## config.mk

```make
export PLATFORM = sky130hd
export DESIGN_NAME = range_stats_tracker
export DESIGN_NICKNAME = d
export VERILOG_FILES = /design/src/rtl/range_stats_tracker.sv
export SDC_FILE = /design/constraint.sdc
export NUM_CORES = 1
export LEC_CHECK = 0
export CAP_MARGIN = 20
export CORE_MARGIN = 2
export CORE_UTILIZATION = 64
export DETAILED_ROUTE_END_ITERATION = 8
export PLACE_DENSITY = 0.87
export RECOVER_POWER = 25
export SKIP_LAST_GASP = 1
export SLEW_MARGIN = 0
export SYNTH_ARGS = -nofsm -noshare
export SYNTH_HDL_FRONTEND = slang
export SYNTH_SLANG_ARGS = --single-unit
```

## constraint.sdc

```tcl
create_clock -name clock -period 11.1 [get_ports clock]
set_input_delay 1.11 -clock clock [delete_from_list [all_inputs] [get_ports clock]]
set_output_delay 1.11 -clock clock [all_outputs]
set_load 0.05 [all_outputs]
```

## src/rtl/range_stats_tracker.sv

```systemverilog
// range_stats_tracker
//   Measurement core: tracks min/max and a saturating sample count over a
//   go/finish-delimited window of qualified samples, then latches a
//   mode-selected result (range, min, max, midpoint) with a valid flag.
//   Protocol faults are reported as a sticky 2-bit error code.
//
// Ports
//   clock        system clock, all state on rising edge
//   reset        synchronous, active-high reset
//   data_in      unsigned sample, qualified by data_valid
//   data_valid   sample qualifier
//   go           start / restart a window
//   finish       close the window and latch the result
//   mode         result select: 00 range, 01 min, 10 max, 11 midpoint
//   result       latched result
//   result_valid high while result holds a completed measurement
//   count        samples in current/last window (saturating)
//   busy         high while a window is open
//   error        00 none, 01 go+finish, 10 finish without go, 11 empty window
module range_stats_tracker #(
  parameter int WIDTH     = 16,
  parameter int CNT_WIDTH = 8
) (
  input  logic                 clock,
  input  logic                 reset,
  input  logic [WIDTH-1:0]     data_in,
  input  logic                 data_valid,
  input  logic                 go,
  input  logic                 finish,
  input  logic [1:0]           mode,
  output logic [WIDTH-1:0]     result,
  output logic                 result_valid,
  output logic [CNT_WIDTH-1:0] count,
  output logic                 busy,
  output logic [1:0]           error
);

  typedef enum logic [1:0] {S_IDLE, S_RUN, S_DONE} state_t;

  localparam logic [CNT_WIDTH-1:0] CNT_MAX   = '1;
  localparam logic [1:0]           E_NONE    = 2'b00;
  localparam logic [1:0]           E_GOFIN   = 2'b01;
  localparam logic [1:0]           E_NOGO    = 2'b10;
  localparam logic [1:0]           E_EMPTY   = 2'b11;

  state_t               r_state;
  logic [WIDTH-1:0]     r_min, r_max, r_result;
  logic                 r_valid;
  logic [CNT_WIDTH-1:0] r_count;
  logic [1:0]           r_error;

  // Effective window statistics including this cycle's sample (if any).
  logic [WIDTH-1:0]     w_min, w_max, w_range, w_mid, w_sel;
  logic [CNT_WIDTH-1:0] w_cnt;

  always_comb begin
    w_min = r_min;
    w_max = r_max;
    w_cnt = r_count;
    if (data_valid) begin
      if (r_count == '0) begin
        w_min = data_in;
        w_max = data_in;
      end else begin
        if (data_in < r_min) w_min = data_in;
        if (data_in > r_max) w_max = data_in;
      end
      if (r_count != CNT_MAX) w_cnt = r_count + 1'b1;
    end
  end

  // max >= min always, so min + (max-min)/2 equals floor((min+max)/2)
  // without needing a WIDTH+1 bit adder.
  assign w_range = w_max - w_min;
  assign w_mid   = w_min + (w_range >> 1);

  always_comb begin
    w_sel = w_range;
    case (mode)
      2'b00: w_sel = w_range;
      2'b01: w_sel = w_min;
      2'b10: w_sel = w_max;
      2'b11: w_sel = w_mid;
      default: w_sel = w_range;
    endcase
  end

  always_ff @(posedge clock) begin
    if (reset) begin
      r_state  <= S_IDLE;
      r_min    <= '0;
      r_max    <= '0;
      r_count  <= '0;
      r_result <= '0;
      r_valid  <= 1'b0;
      r_error  <= E_NONE;
    end else if (go && finish) begin
      // fault: samples dropped, result and count held
      r_error <= E_GOFIN;
      r_state <= S_IDLE;
      r_valid <= 1'b0;
    end else if (go) begin
      r_state <= S_RUN;
      r_valid <= 1'b0;
      r_error <= E_NONE;
      if (data_valid) begin
        r_min   <= data_in;
        r_max   <= data_in;
        r_count <= {{(CNT_WIDTH-1){1'b0}}, 1'b1};
      end else begin
        r_min   <= '0;
        r_max   <= '0;
        r_count <= '0;
      end
    end else if (finish) begin
      if (r_state == S_RUN) begin
        r_min   <= w_min;
        r_max   <= w_max;
        r_count <= w_cnt;
        if (w_cnt == '0) begin
          r_state <= S_IDLE;
          r_error <= E_EMPTY;
        end else begin
          r_state  <= S_DONE;
          r_result <= w_sel;
          r_valid  <= 1'b1;
        end
      end else begin
        r_error <= E_NOGO;
      end
    end else if (r_state == S_RUN) begin
      r_min   <= w_min;
      r_max   <= w_max;
      r_count <= w_cnt;
    end
  end

  assign result       = r_result;
  assign result_valid = r_valid;
  assign count        = r_count;
  assign busy         = (r_state == S_RUN);
  assign error        = r_error;

endmodule

```

# Word level (Yosys, flattened, before mapping)
# Index checks and enable logic that the tools add are counted.
[op_classes]
n_mux = 26
addsub = 3
n_eq_ne = 7
magnitude_cmp = 2
bitwise_logic = 3
reduce_logical = 16
[op_table]
columns = ["cell", "n"]
rows = [
  ["$mux 16", 11],
  ["$pmux 16 s4", 1],
  ["$mux 8", 4],
  ["$add 16x15->16", 1],
  ["$gt 16x16->1", 1],
  ["$logic_not 8->1", 2],
  ["$lt 16x16->1", 1],
  ["$sub 16x16->16", 1],
  ["$reduce_and 2->1", 5],
  ["$add 8x1->8 const B", 1],
  ["$ne 8x8->1 const B", 1],
  ["$mux 1", 7],
  ["$mux 2", 3],
  ["$reduce_and 5->1", 1],
  ["$eq 2x1->1 const B", 2],
  ["$eq 2x2->1 const B", 2],
  ["$ne 4x2->1 const B", 1],
  ["$reduce_bool 2->1", 2],
  ["$not 1->1", 3],
  ["$reduce_and 3->1", 1],
  ["$reduce_bool 3->1", 1],
  ["$reduce_or 3->1", 1],
  ["$logic_not 2->1", 1],
  ["$ne 2x1->1 const B", 1],
  ["2 further kinds", 2],
]
[word_totals]
word_cells = 66
reg_bits = 61
output_inout_bits = 28
input_bits = 23

# Longest topological paths before layout
# Gate-level depths: netlist (run 1).
[logic_depth]
word_depth = 9
mapped_depth = 33

# Least setup slack after synthesis (run 1)
# Ideal clock, no wire load.
[synth_timing]
path_type = "input-to-reg"
start = "input port data_in[15]"
end = "register r_result[15] (netlist: result[15])"
t_required_ns = 10.999
setup_slack_ns = 4.175
path_stages = 28
n_path_buf = 2
arrival_ns = 6.824
path_cell_list = "ha_1 > nand3_1 > or4_1 > a21o_1 > a31oi_4 > buf_2 > buf_1 > nor2_1 > a21oi_1 > inv_1 > ha_1 > a21o_1 > a211oi_1 > nor2_1 > a31o_2 > a41oi_2 > xnor2_1 > ha_1 > and4_1 > a221o_1 > o21a_1 > o21ai_0 > nand2b_1 > a211o_1 > a21oi_1 > or3_1 > a31oi_1 > o41ai_1"
[synth_via]
elab_chain_cells = 7
elab_cells_between_ends = 11
classes_between = "add/sub: 2; order compare: 2; mux: 7"
[synth_lines]
columns = ["item", "line", "rtl"]
rows = [
  ["from (decl)", "26", "input logic [WIDTH-1:0] data_in,"],
  ["$gt 16x16->1 or $lt 16x16->1 (tied branches)", "66, 65", ""],
  ["$mux 16 (on tied branches)", "66, 65", ""],
  ["$mux 16", "61", "if (r_count == '0) begin"],
  ["$mux 16", "60", "if (data_valid) begin"],
  ["$sub 16x16->16", "74", "assign w_range = w_max - w_min;"],
  ["$add 16x15->16", "75", "assign w_mid = w_min + (w_range >> 1);"],
  ["$pmux 16 s4 (*)", "79", "case (mode)"],
  ["to (signal assigned)", "125", "r_result <= w_sel;"],
  ["to (decl)", "47", "logic [WIDTH-1:0] r_min, r_max, r_result;"],
]
# Mark *: on every way between the ends. The rest lies on a longest branch, timed or not.
# A chain may end at the register's enable or synchronous reset.

# Final worst setup path (run 1)
[layout_timing]
start = "input port data_in[12]"
end = "register r_result[15] (netlist: result[15])"
# Same word-level chain as after synthesis.

==> impl_metrics.tcl, run 1 <==
set metrics [dict create \
    rows 34 \
    clock_sinks 61 \
    ys_async_sr_fraction_pct 0 \
    synthTopCellsByArea "dfxtp_1, ha_1, a21oi_1" \
    ctsLongestPathBuffers 2 \
    cp_data_required_time_ns 11.34 \
    gp_congestion 0.960 \
    period_minus_slack_ns 8.35 \
    num_vias 6102 \
    ys_ff_latch 61 \
    status "finished with violations" \
    cts_tree "yes" \
    antennaDiodeCount 0 \
    max_freq_ghz 0.120 \
    grt_pass1_wl_um 28000 \
    critPathBufInv 2 \
    skew_ns 0.0100 \
    wl_per_cell_um 18.4 \
    track_usage_pct 35.1 \
    slew_headroom_pct -3.30 \
    setup_tns_ns 0 \
    slew_viol_final 32 \
    die_y_um 98.9 \
    clk_pin_slew_ns 0.07 \
    io_pins 51 \
    grt_pass1_vias 5756 \
    syn_area_mm2 0.00576 \
    internal_power_w 0.000585 \
    pre_cts_slack_ns 2.63 \
    setup_viol 0 \
    die_x_um 98.9 \
    antenna_left 0 \
    cp-start-kind "primary input" \
    yosysMostFrequentCell "nor2_1" \
    drive_gt1_share_pct 4.31 \
    rsz0062_at_grt "no" \
    start_util_pct 66.1 \
    io_buffers 50 \
    synth_edf_count 0 \
    peakVddDrop_uv 108 \
    grt-ovfl-total 0 \
    clkPwrFrac_pct 23.5 \
    area_delta_synth_final_pct 12.9 \
    totalWireLength_um 17000 \
    synth_common_cells "nor2_1, inv_1, a21oi_1" \
    via_per_inst 6.63 \
    crit_family "compound AO/OA/AOI/OAI gates" \
    synth_cell_types 65 \
    first_pass_iters 4 \
    combPwrFrac_pct 53.1 \
    cts_buffers 9 \
    hold_viol_final 0 \
    synth_top_area_share_pct 21.2 \
    p_sw_w 0.000418 \
    crit_fanout 35 \
    end_kind "register" \
    nets 893 \
    die_area_mm2 0.00978 \
    dp_hpwl_um 12200 \
    core-area_mm2 0.00872 \
    path_class "in2reg" \
    grt_max_degree 56 \
    drtIter0Drc 471 \
    postCtsSetupBuffers 0 \
    slowest_delay_ns 0.77 \
    cap_violations 1 \
    synth_area_per_cell_um2 7.38 \
    grt_antenna_before_repair 0 \
    htree_levels 3 \
    p_per_area_mw_per_mm2 154 \
    ctsHoldBuffers 0 \
    finalHoldWorstSlack_ns 0.439 \
    seqPwrFrac_pct 23.5 \
    violations "capacitance limit, slew limit" \
    fin_crit_sh_pct 75.2 \
    clk_latency_ns 0.36 \
    synthCells 781 \
    fin_ws_ns 2.75 \
    cts_resized 0 \
    swShare_pct 41.6 \
    yosysTopAreaCell "dfxtp_1" \
    synth_flop_cell "dfxtp_1" \
    synth_nets 867 \
    drc 0 \
    leakage_nw 2.78 \
    crit_arrival_ns 8.59 \
    worst_pin_slew_ns 1.55 \
    holdCritPathClass "reg2reg" \
    yosysSeqAreaShare_pct 21.2 \
    slowest_stage "a31oi_4" \
    root_buffer "clkbuf_8" \
    yosys_warnings 0 \
]
[sequential cells by signal, indices dropped and copies added, names as in the netlist]
signal / cells
count: 8
r_min: 16
r_max: 16
error: 2
result: 16
result_valid: 1
r_state: 2
[metal layers]
metal / up-vias / global-route usage (%) / share of wire (%) / wire [µm]
met3: 59 / 5.11 / 7.8 / 1330
met5: - / 0 / 0 / 0
met1: 2848 / 44.3 / 41 / 6910
li1: 2890 / - / - / -
met2: 305 / 59.8 / 48 / 8090
met4: 0 / 14.8 / 3.7 / 624
[area by class of cell]
class	count	area (µm²)
multi-input cells	603	4100
fillers	688	2210
flip-flops and latches	61	1220
repair buffers	56	541
inverters	76	285
clock buffers	12	155
well taps	108	135
clock inverters	4	70.1
[worst reg2reg max path, delay by kind of cell (launching register included)]
| kind | cells | cell delay (ns) |
|---|---|---|
| flip-flops | 1 | 0.31 |
| XOR/XNOR | 1 | 0.21 |
| buffers and inverters | 2 | 0.20 |
| adder cells (fa/ha/maj) | 3 | 1.05 |
| AO/OA/AOI/OAI | 14 | 4.03 |
| AND/OR/NAND/NOR | 8 | 1.48 |
[power by group through the flow]
stage	registers [W]	logic [W]	clock network [W]
after detailed placement	0.000240	0.000511	0
after global routing	0.000236	0.000585	0.000246
after global placement	0.000240	0.000497	0
final	0.000235	0.000532	0.000235
after CTS	0.000235	0.000519	0.000235
after floorplan	0.000245	0.000396	0
[per-stage QoR]
step           cell area, µm²  utilization [%]  total power, W  cells
2_1_floorplan            5760                -        0.000641    781
3_3_place_gp             6280             72.0        0.000736    903
3_5_place_dp             6290             72.1        0.000751    904
4_1_cts                  6510             74.7        0.000989    920
5_1_grt                  6510             74.6         0.00107    920
6_report                 6510             74.6         0.00100    920
[cell usage in the layout (no fill, tap or decap), types with 4 or more instances in the layout]
| cell type | n |
|---|---|
| nand2b_1 | 4 |
| a311oi_1 | 4 |
| a21boi_0 | 9 |
| a211oi_1 | 42 |
| dlygate4sd3_1 | 21 |
| clkdlybuf4s50_1 | 28 |
| nor2_1 | 78 |
| a31oi_1 | 12 |
| o21a_1 | 27 |
| o21ai_0 | 59 |
| nand3_1 | 16 |
| xor2_1 | 9 |
| nand2_1 | 47 |
| mux2i_1 | 6 |
| nor3_1 | 20 |
| xnor2_1 | 20 |
| ha_1 | 62 |
| nand4_1 | 6 |
| clkbuf_8 | 11 |
| dfxtp_1 | 61 |
| nor2b_1 | 6 |
| or3_1 | 4 |
| buf_4 | 4 |
| a21o_1 | 19 |
| and3_1 | 7 |
| a21oi_1 | 70 |
| a221oi_1 | 4 |
| inv_1 | 75 |
| o211ai_1 | 10 |
[cells by family after synthesis]
family | count (synthesis) | share of synthesized area [%]
compound gates | 292 | 33.2
xor+xnor | 29 | 4.41
fa+ha+maj | 65 | 14.2
buf+inv | 117 | 7.69
flops | 61 | 21.2
mux | 10 | 2.41
simple gates | 207 | 16.9
[path summary, 6_finish.rpt]
kind | startpoint | to | slack, ns | cells after the start
hold / removal | result[6] | result[6] | 0.44 | 2
hold reg to reg | result[6] | result[6] | 0.44 | 2
setup / recovery | data_in[12] | result[15] | 2.75 | 28
setup reg to reg | r_max[14] | result[15] | 3.68 | 28
Note: power is estimated with default switching activity, not from simulation.
==> inputs of run 2 (changes only) <==
Settings changed: CORE_UTILIZATION 64 to 54, PLACE_DENSITY 0.87 to 0.78.
Clock period 11.1 ns to 7.6 ns, I/O delays scaled along.
==> run 2 against run 1 <==
Compared with the run above:
- the flow still finishes with violations (capacitance limit, slew limit)
- die area rose by 18%
- hold slack improved by 0.0013 ns
- worst setup slack got worse by 2.3 ns
- critical path depth fell by 1
- design area rose by 2.9%
- combinational power rose by 46%
- final cell count rose by 5.3%
- clock skew rose by 0.0088 ns
- clock-buffer cell count fell by 2
- global-route usage fell by 4.7 points
- critical path type unchanged
- critical endpoint unchanged
- highest routed layer unchanged
==> impl_metrics.tcl, run 2 (synthesis results as in run 1) <==
set metrics [dict create \
    internal_power_w 0.000853 \
    rsz0062_at_grt "no" \
    track_usage_pct 30.4 \
    slowest_delay_ns 0.56 \
    fillers 931 \
    die_x_um 107 \
    worst_pin_slew_ns 1.51 \
    cts_tree "yes" \
    die_y_um 107 \
    cap_violations 1 \
    num_vias 5995 \
    root_buffer "clkbuf_8" \
    cp-start-kind "primary input" \
    clkPwrFrac_pct 22.7 \
    drtIter0Drc 327 \
    slew_viol_final 32 \
    status "finished with violations" \
    htree_levels 3 \
    totalWireLength_um 16800 \
    period_minus_slack_ns 7.15 \
    crit_family "compound AO/OA/AOI/OAI gates" \
    rows 37 \
    slowest_stage "or4_1" \
    core-area_mm2 0.0103 \
    ctsLongestPathBuffers 2 \
    holdCritPathClass "reg2reg" \
    setup_tns_ns 0 \
    clk_latency_ns 0.36 \
    p_sw_w 0.000599 \
    io_pins 51 \
    wl_per_cell_um 17.3 \
    finalHoldWorstSlack_ns 0.441 \
    io_buffers 50 \
    critPathBufInv 2 \
    register_area_mm2 0.00122 \
    first_pass_iters 5 \
    hold_viol_final 0 \
    multi_input_area_mm2 0.00411 \
    crit_fanout 12 \
    start_util_pct 55.8 \
    peakVddDrop_uv 112 \
    leakage_nw 2.88 \
    grt_pass1_wl_um 28000 \
    crit_arrival_ns 7.42 \
    end_kind "register" \
    antennaDiodeCount 0 \
    cp_data_required_time_ns 7.87 \
    grt_antenna_before_repair 0 \
    postCtsSetupBuffers 0 \
    fin_crit_sh_pct 94.1 \
    swShare_pct 41.2 \
    grt-ovfl-total 0 \
    grt_pass1_vias 5938 \
    clk_pin_slew_ns 0.08 \
    skew_ns 0.0188 \
    fin_ws_ns 0.449 \
    dp_hpwl_um 12600 \
    cpMostUsedCell "ha_1" \
    ctsHoldBuffers 0 \
    drive_gt1_share_pct 6.84 \
    die_area_mm2 0.0115 \
    max_freq_ghz 0.140 \
    via_per_inst 6.19 \
    pre_cts_slack_ns 0.145 \
    combPwrFrac_pct 53.7 \
    clock_sinks 61 \
    grt_max_degree 56 \
    gp_congestion 0.947 \
    seqPwrFrac_pct 23.6 \
    layout_common_cells "nor2_1, inv_1, a21oi_1, ha_1, dfxtp_1" \
    drc 0 \
    nets 914 \
    cts_buffers 9 \
    setup_viol 0 \
    p_per_area_mw_per_mm2 217 \
    antenna_left 0 \
    area_delta_synth_final_pct 16.2 \
    cts_resized 0 \
    layout_commonest_cell "nor2_1" \
    path_class "in2reg" \
    slew_headroom_pct -0.792 \
    violations "capacitance limit, slew limit" \
]
==> run 2: final timing paths <==
path               startpoint          to  slack, ns  cells after the start
hold / removal      result[6]   result[6]       0.44                      2
setup reg to reg     count[0]  result[15]       0.93                     30
hold reg to reg     result[6]   result[6]       0.44                      2
setup / recovery  data_in[12]  result[15]       0.45                     27
==> run 2: stage by stage <==
stage | total power, W | cell area, µm² | util, % | cells
after global placement | 0.00109 | 6470 | 62.7 | 952
after global routing | 0.00156 | 6700 | 64.9 | 969
after floorplan | 0.000937 | 5760 | - | 781
final | 0.00145 | 6700 | 64.9 | 969
after detailed placement | 0.00111 | 6470 | 62.7 | 952
after CTS | 0.00145 | 6680 | 64.7 | 968
==> run 2: layout make-up <==
class                   count  area share, %
clock buffers              10           1.91
flip-flops and latches     61           18.2
well taps                 136           2.54
multi-input cells         603           61.3
repair buffers             77           10.5
inverters                  76           4.26
clock inverters             6           1.31
==> run 2: power by group through the flow <==
| stage | clock [W] | sequential [W] | combinational, W |
|---|---|---|---|
| 2_1_floorplan | 0 | 0.000358 | 0.000578 |
| 3_3_place_gp | 0 | 0.000350 | 0.000741 |
| 3_5_place_dp | 0 | 0.000351 | 0.000763 |
| 4_1_cts | 0.000335 | 0.000343 | 0.000769 |
| 5_1_grt | 0.000350 | 0.000345 | 0.000870 |
| 6_report | 0.000329 | 0.000343 | 0.000779 |
==> run 2: routing by layer <==
layer,share of wire (%),GRT usage (%),wire (µm)
met5,0,0,0
met3,3.8,3.51,641
met4,5.0,19.7,846
met2,47,51.2,7970
met1,44,36.6,7340
==> run 2: worst register-to-register path, delay by kind of cell, from the launching register on <==
kind	cells	cell delay, ns
xor gates and xnor gates	1	0.24
AOI/OAI and AO/OA	14	3.09
buffers and inverters	4	0.62
DFF	1	0.37
and+or+nand+nor	8	1.53
adders and majority gates	3	0.73
==> inputs of run 3 (changes only) <==
Settings changed: TNS_END_PERCENT from default to 10.
==> results of run 3 <==
No change in the layout: final DEF, timing and power equal those of run 2.
